===== src/rtl/reg_file_sb_if.sv =====
// rtl/reg_file_sb_if.sv - Operand read, write-back and load-scoreboard bundle
interface reg_file_sb_if #(
   parameter int WIDTH = 32
) ();
   logic [4:0]       ra;
   logic [4:0]       rb;
   logic             use_a;
   logic             use_b;
   logic [WIDTH-1:0] busA;
   logic [WIDTH-1:0] busB;
   logic [4:0]       rw;
   logic [WIDTH-1:0] busW;
   logic             RegWr;
   logic             set_busy;
   logic [4:0]       busy_rw;
   logic             stall;
   logic [31:0]      busy_vec;
   logic [5:0]       pend_cnt;

   modport master (
      output ra, rb, use_a, use_b, rw, busW, RegWr, set_busy, busy_rw,
      input  busA, busB, stall, busy_vec, pend_cnt
   );

   modport slave (
      input  ra, rb, use_a, use_b, rw, busW, RegWr, set_busy, busy_rw,
      output busA, busB, stall, busy_vec, pend_cnt
   );
endinterface


===== src/rtl/reg_file_sb.sv =====
// rtl/reg_file_sb.sv - Minisys register file with write-through bypass and load scoreboard
module reg_file_sb #(
   parameter int WIDTH = 32
) (
   input  logic          clk,
   input  logic          rst,
   reg_file_sb_if.slave  bus
);
   logic [WIDTH-1:0] r_regs [1:31];
   logic [31:0]      r_busy;
   logic [5:0]       r_pend_cnt;

   logic [31:0]      w_set_vec;
   logic [31:0]      w_clr_vec;
   logic [31:0]      w_busy_nxt;
   logic             w_inc;
   logic             w_dec;
   logic             w_byp_a;
   logic             w_byp_b;
   logic             w_pend_a;
   logic             w_pend_b;

   // Set is applied after clear so a new load supersedes a retiring write.
   always_comb begin
      w_set_vec = '0;
      w_clr_vec = '0;
      if (bus.set_busy) w_set_vec[bus.busy_rw] = 1'b1;
      if (bus.RegWr)    w_clr_vec[bus.rw]      = 1'b1;
      w_set_vec[0] = 1'b0;
      w_clr_vec[0] = 1'b0;
      w_busy_nxt = (r_busy & ~w_clr_vec) | w_set_vec;
      w_inc = |(w_set_vec & ~r_busy);
      w_dec = |(w_clr_vec & r_busy & ~w_set_vec);
   end

   always_ff @(posedge clk or posedge rst) begin
      if (rst) begin
         for (int i = 1; i < 32; i++) r_regs[i] <= '0;
      end else if (bus.RegWr && bus.rw != 5'd0) begin
         r_regs[bus.rw] <= bus.busW;
      end
   end

   always_ff @(posedge clk or posedge rst) begin
      if (rst) begin
         r_busy     <= '0;
         r_pend_cnt <= '0;
      end else begin
         r_busy     <= w_busy_nxt;
         r_pend_cnt <= r_pend_cnt + {5'd0, w_inc} - {5'd0, w_dec};
      end
   end

   assign w_byp_a = bus.RegWr && (bus.rw == bus.ra);
   assign w_byp_b = bus.RegWr && (bus.rw == bus.rb);

   assign bus.busA = (bus.ra == 5'd0) ? '0 : (w_byp_a ? bus.busW : r_regs[bus.ra]);
   assign bus.busB = (bus.rb == 5'd0) ? '0 : (w_byp_b ? bus.busW : r_regs[bus.rb]);

   // A register retiring this cycle is served by the bypass, so it does not stall.
   assign w_pend_a = r_busy[bus.ra] && !w_byp_a;
   assign w_pend_b = r_busy[bus.rb] && !w_byp_b;

   assign bus.stall    = (bus.use_a && bus.ra != 5'd0 && w_pend_a) ||
                         (bus.use_b && bus.rb != 5'd0 && w_pend_b);
   assign bus.busy_vec = r_busy;
   assign bus.pend_cnt = r_pend_cnt;
endmodule


===== src/flat_wrapper.sv =====
// flat-port wrapper written by rule: the top's interface ports become plain ports
module reg_file_sb_flat 
#(
   parameter int WIDTH = 32
)
  (clk, rst, bus_ra, bus_rb, bus_use_a, bus_use_b, bus_rw, bus_busW, bus_RegWr, bus_set_busy, bus_busy_rw, bus_busA, bus_busB, bus_stall, bus_busy_vec, bus_pend_cnt);
  reg_file_sb_if #(.WIDTH(WIDTH)) bus_i ();
  input  logic clk;
  input  logic rst;
  input wire logic [$bits(bus_i.ra)-1:0] bus_ra;
  input wire logic [$bits(bus_i.rb)-1:0] bus_rb;
  input wire logic [$bits(bus_i.use_a)-1:0] bus_use_a;
  input wire logic [$bits(bus_i.use_b)-1:0] bus_use_b;
  input wire logic [$bits(bus_i.rw)-1:0] bus_rw;
  input wire logic [$bits(bus_i.busW)-1:0] bus_busW;
  input wire logic [$bits(bus_i.RegWr)-1:0] bus_RegWr;
  input wire logic [$bits(bus_i.set_busy)-1:0] bus_set_busy;
  input wire logic [$bits(bus_i.busy_rw)-1:0] bus_busy_rw;
  output wire logic [$bits(bus_i.busA)-1:0] bus_busA;
  output wire logic [$bits(bus_i.busB)-1:0] bus_busB;
  output wire logic [$bits(bus_i.stall)-1:0] bus_stall;
  output wire logic [$bits(bus_i.busy_vec)-1:0] bus_busy_vec;
  output wire logic [$bits(bus_i.pend_cnt)-1:0] bus_pend_cnt;
  assign bus_i.ra = bus_ra;
  assign bus_i.rb = bus_rb;
  assign bus_i.use_a = bus_use_a;
  assign bus_i.use_b = bus_use_b;
  assign bus_i.rw = bus_rw;
  assign bus_i.busW = bus_busW;
  assign bus_i.RegWr = bus_RegWr;
  assign bus_i.set_busy = bus_set_busy;
  assign bus_i.busy_rw = bus_busy_rw;
  assign bus_busA = bus_i.busA;
  assign bus_busB = bus_i.busB;
  assign bus_stall = bus_i.stall;
  assign bus_busy_vec = bus_i.busy_vec;
  assign bus_pend_cnt = bus_i.pend_cnt;
  reg_file_sb #(.WIDTH(WIDTH)) u_core (.clk(clk), .rst(rst), .bus(bus_i));
endmodule

===== config.mk =====
export PLATFORM = sky130hd
export DESIGN_NAME = reg_file_sb_flat
export DESIGN_NICKNAME = d
export VERILOG_FILES = /design/src/rtl/reg_file_sb_if.sv /design/src/rtl/reg_file_sb.sv /design/src/flat_wrapper.sv
export SDC_FILE = /design/constraint.sdc
export NUM_CORES = 2
export LEC_CHECK = 0
export ABC_AREA = 0
export CORE_MARGIN = 2
export CORE_UTILIZATION = 40
export CTS_CLUSTER_SIZE = 16
export DETAILED_ROUTE_END_ITERATION = 10
export DONT_BUFFER_PORTS = 1
export GPL_ROUTABILITY_DRIVEN = 1
export PLACE_DENSITY_LB_ADDON = 0.2
export SYNTH_ARGS = -nofsm -noshare
export SYNTH_HDL_FRONTEND = slang
export SYNTH_SLANG_ARGS = --single-unit

===== constraint.sdc =====
create_clock -name clk -period 41.1 [get_ports clk]
set_input_delay 8.22 -clock clk [delete_from_list [all_inputs] [get_ports clk]]
set_output_delay 8.22 -clock clk [all_outputs]
set_load 0.02 [all_outputs]

[Word-level counts from Yosys, hierarchy flattened]
Index checks and enable logic that the tools add are counted.
Cells by class
  equality and inequality tests: 2
  reduce and logical (&&, ||, !) cells: 22
  add/sub/neg operators: 2
  $lt $le $gt $ge: 10
  multiplexer cells: 23
  bitwise logic cells: 11
Operators by type and width (count)
  $bwmux 992: 1
  $mux 32: 11
  $bmux 32 s5: 2
  $demux 32 s5: 1
  $and 32x32->32: 4
  $not 32->32: 3
  $reduce_or 32->1: 2
  $or 32x32->32: 1
  $lt 5x6->1 const B: 4
  $ge 6x6->1 const B: 3
  $not 5->6: 3
  $reduce_bool 5->1: 3
  $logic_and 1x1->1: 12
  $bmux 1 s5: 2
  $demux 1 s5: 2
  $eq 5x5->1: 2
  $ge 5x1->1 const B: 2
  $logic_not 5->1: 2
  $add 6x1->6: 1
  $lt 6x1->1 const B: 1
  $sub 6x1->6: 1
  $mux 1: 4
  $logic_not 1->1: 2
  $logic_or 1x1->1: 1
Storage, ports and cells
  input bits: 58
  flip-flop bits (word level): 1030
  output and inout port bits: 103
  logic and storage cells: 103

[Longest topological paths before layout]
  depth after elaboration: 9
  gate-level depth with buffers: 17
  mapped depth without buffers: 14

[Least setup slack after synthesis]
OpenSTA, ideal clock, no wires.
  kind: input to output
  start: input bus_ra[1]
  end: output bus_busA[11]
  data required time: 32.880 ns
  path slack: 22.816 ns
  path buffers: 3
  arrival: 10.064 ns
  stages: 7
  path through: buf_4 -> buf_6 -> clkbuf_1 -> mux4_2 -> mux4_2 -> and2_1 -> o221a_1
Between the ends
  longest elaborated chain between the ends: 6
  elaborated cells on any way between the ends: 9
  classes of those cells: eq/ne (1); mux (5); bitwise (1); reduce/logical (2)
Ends and longest elaborated chain
  start, declared: RTL line flat_wrapper.sv:10  | input wire logic [$bits(bus_i.ra)-1:0] bus_ra;
  $not 5->6 (not written as such): RTL line reg_file_sb.sv:57  | assign bus.busA = (bus.ra == 5'd0) ? '0 : (w_byp_a ? bus.busW : r_regs[bus.ra]);
  $bmux 32 s5: RTL line reg_file_sb.sv:57
  $mux 32 (not written as such) (2 in series): RTL line reg_file_sb.sv:57
  $mux 32: RTL line reg_file_sb.sv:57
  $mux 32 (*): RTL line reg_file_sb.sv:57
  end, declared: RTL line flat_wrapper.sv:19  | output wire logic [$bits(bus_i.busA)-1:0] bus_busA;
Every way passes the cells marked *; elsewhere a longest branch is shown, timed or not. The select of a mux whose other input is x is not followed.

[Final worst setup path]
  start: input bus_ra[0]
  end: output bus_busA[21]
Same word-level chain as after synthesis.

==> out/qor.txt <==
Critical path launch point type = primary input
Yosys warnings = 0
Final hold vios = 0
Seq/Total Area, Yosys = 0.454
Fill cells = 12863
Cell family with most CP delay = compound AO/OA/AOI/OAI gates
CTS root buffer = clkbuf_16
Most common cell after layout, fill and taps aside = mux2_2
Setup violators final = 0
Fraction of synthesized area in multiplexers = 0.423
Critical Path Max Stage Delay = 0.78 ns
Placement Cell Area = 57700 sq um
Max Root-Sink Buffers = 3
CP Capture Type = output port
Antenna Cells = 0
Pwr dens = 50.0 nW/um^2
Worst slew pin tran = 1.32 ns
Commonest register cell after synthesis = dfrtp_1
RSZ-0062 raised after global routing = false
Static Leak = 26.3 nW
Die ar. = 145000 sq um
Drt via density = 6.50
Register area = 25700 sq um
DRC = 0
Remaining global-route overflow = 0
CTS sink cnt = 1029
Post-route minimum period = 19.51 ns
Most frequent CP cell = a21oi_1
Synth cell types = 64
Post-Synth XOR/XNOR Area = 0.00232
Worst r2r path cells = 11
First-pass GRT wire length = 275 mm
Nets@finish = 3709
Hold Path Class = flip-flop to flip-flop
Setup CP Type = primary input to output port
#FFs+latches synth = 1029
# Post-CTS Setup Buffers = 0
Worst path bufs/invs = 1
Hold slack = 0.520 ns
Simple logic cell fraction of the synthesized area = 0.0237
Peak supply drop = 0.0382 mV
Largest net degree at the start of global routing = 283
Crit path from = bus_ra[0]
Worst setup endpoint = bus_busA[21]
Rows = 138
Antenna Nets Post-Route = 0
Initial Util = 0.402
Vias in the first global route = 37299
Number of hold buffers added after CTS = 0
Syn_nets = 3997
Tcrit/Tclk final = 0.475
Async S/R FF share, synth = 1.00
Run status = complete, no violations
Main combinational cell family by area after synthesis = multiplexers
Fin Setup TNS = 0 ns
Max Cap Viol = 0
Core area = 141000 sq um
F_max = 51.2 MHz
Synthesized area = 56700 sq um
CTS tree = built
Compound-Gate Fraction of Synth Area = 0.0573
IO buf count = 0
Critical-path top delay cell = nor2b_4
Clock slew at reported path FFs = 0.06 ns
Clock latency on the worst-skew pair = 0.75 ns
Final Util = 0.437
Post-Synth Adder-Cell Area = 0.00168
Slew Limit Fails = 0
1st-pass router iterations = 5
Synth Area per Inst = 14.4 sq um
Reg2reg setup slack = 37.91 ns
Final Cell Area = 61700 sq um
Share of cells above drive strength 1 = 0.497
CP Max Fanout = 282
Synth Instances = 3932
Slew HR = 0.0982
CTS buffer count = 113
CTS resizes = 0
Multi-input logic area = 29100 sq um
H-tree levels = 3
Reg2reg end = u_core.bus.pend_cnt[4]
DRT iter0 DRCs = 2956
DR vias = 36580
Antenna violations before repair = 8
GP Congestion = 0.820
Total Power = 3.08 mW
DP Wirelength = 99.2 mm
CP required = 32.88 ns
Most frequent cells in the layout = 1090 x mux2_2, 1029 x dfrtp_1, 461 x mux4_2
Die Width = 381 microns
Critical-path cell list = nor2b_4 > buf_4 > a22o_1 > mux4_2 > a21oi_1 > a21oi_1
GRT Total Usage = 0.259
Number of enable flip-flop cells after synthesis = 0
Crit. path cell count = 6
CP Data Arrival Time = 11.29 ns
Hold Path Stages = 1
Area growth syn-to-layout = 8.75%
Post-Route WL = 189 mm
# IOs = 161
DR WL/cell = 33.6 microns
Worst R2R Start = u_core.bus.busy_vec[28]
Worst Skew = 0.0132 ns
Die span in y = 381 microns
==> state kept, by name, summed over array words and instances (netlist names) <==
register             count
u_core.bus.busy_vec     31
u_core.r_regs          992
u_core.bus.pend_cnt      6
==> cell usage after synthesis (21+ instances only) <==
library cell | instances | area share
o21ai_0 | 86 | 0.0076
clkbuf_1 | 261 | 0.017
mux2_2 | 1090 | 0.22
o22ai_1 | 31 | 0.0034
dfrtp_1 | 1029 | 0.45
mux4_2 | 461 | 0.18
nand2_1 | 59 | 0.0039
a22o_1 | 33 | 0.0051
a211oi_1 | 35 | 0.0046
o2111ai_1 | 21 | 0.0032
and2_1 | 26 | 0.0029
buf_2 | 108 | 0.0095
buf_4 | 32 | 0.0042
a221oi_1 | 49 | 0.0076
mux2i_1 | 131 | 0.023
buf_1 | 36 | 0.0024
inv_1 | 23 | 0.0015
nor2_1 | 78 | 0.0052
a2111oi_0 | 31 | 0.0048
a21oi_1 | 74 | 0.0065
==> worst register-to-register path: cells and delay by family (launching register included) <==
kind | cells | cell delay [ns]
simple gates | 3 | 0.89
compound gates | 3 | 0.80
flops | 1 | 0.63
fa+ha+maj | 2 | 0.51
xor+xnor | 1 | 0.14
buf+inv | 2 | 0.13
==> logic make-up after synthesis <==
family,count (synthesis)
adders and majority gates,7
AOI/OAI and AO/OA,460
xor gates and xnor gates,15
other,1
DFF,1029
buffers and inverters,473
muxes,1684
and+or+nand+nor,263
==> per-layer routing <==
layer	track usage	up-vias	part of all wire
met4	0.0912	0	0.040
met1	0.363	20087	0.43
met5	0	-	0
met2	0.402	1386	0.46
met3	0.0512	376	0.069
li1	-	14731	-
==> power by group <==
part | total, mW | switching, mW | internal [mW]
registers | 1.38 | 0.167 | 1.22
logic | 0.604 | 0.229 | 0.376
clock network | 1.09 | 0.452 | 0.643
==> final cells by class <==
cell class,instances,share of cell area
multi-input combinational,2430,0.472
sequential,1029,0.417
clock buffer,171,0.0560
tap,1890,0.0383
clock inverter,39,0.00878
timing repair buffer,47,0.00613
inverter,23,0.00152
==> stage by stage <==
step / std cells / setup slack [ns]
after floorplan: 3932 / 3.92
after global placement: 5419 / 21.84
after detailed placement: 5419 / 21.86
after CTS: 5629 / 21.82
after global routing: 5629 / 21.66
final: 5629 / 21.59
==> worst min-delay path by stage <==
stage,start,endpoint,slack (ns)
6_report,u_core.r_regs[541],u_core.r_regs[541],0.52
5_1_grt,u_core.r_regs[437],u_core.r_regs[437],0.53
4_1_cts,u_core.r_regs[417],u_core.r_regs[417],0.52
3_5_place_dp,u_core.r_regs[809],u_core.r_regs[809],0.51
3_3_place_gp,u_core.r_regs[262],u_core.r_regs[262],0.50
2_1_floorplan,u_core.r_regs[267],u_core.r_regs[267],0.49
No activity file was read; power rests on OpenSTA's default activity.
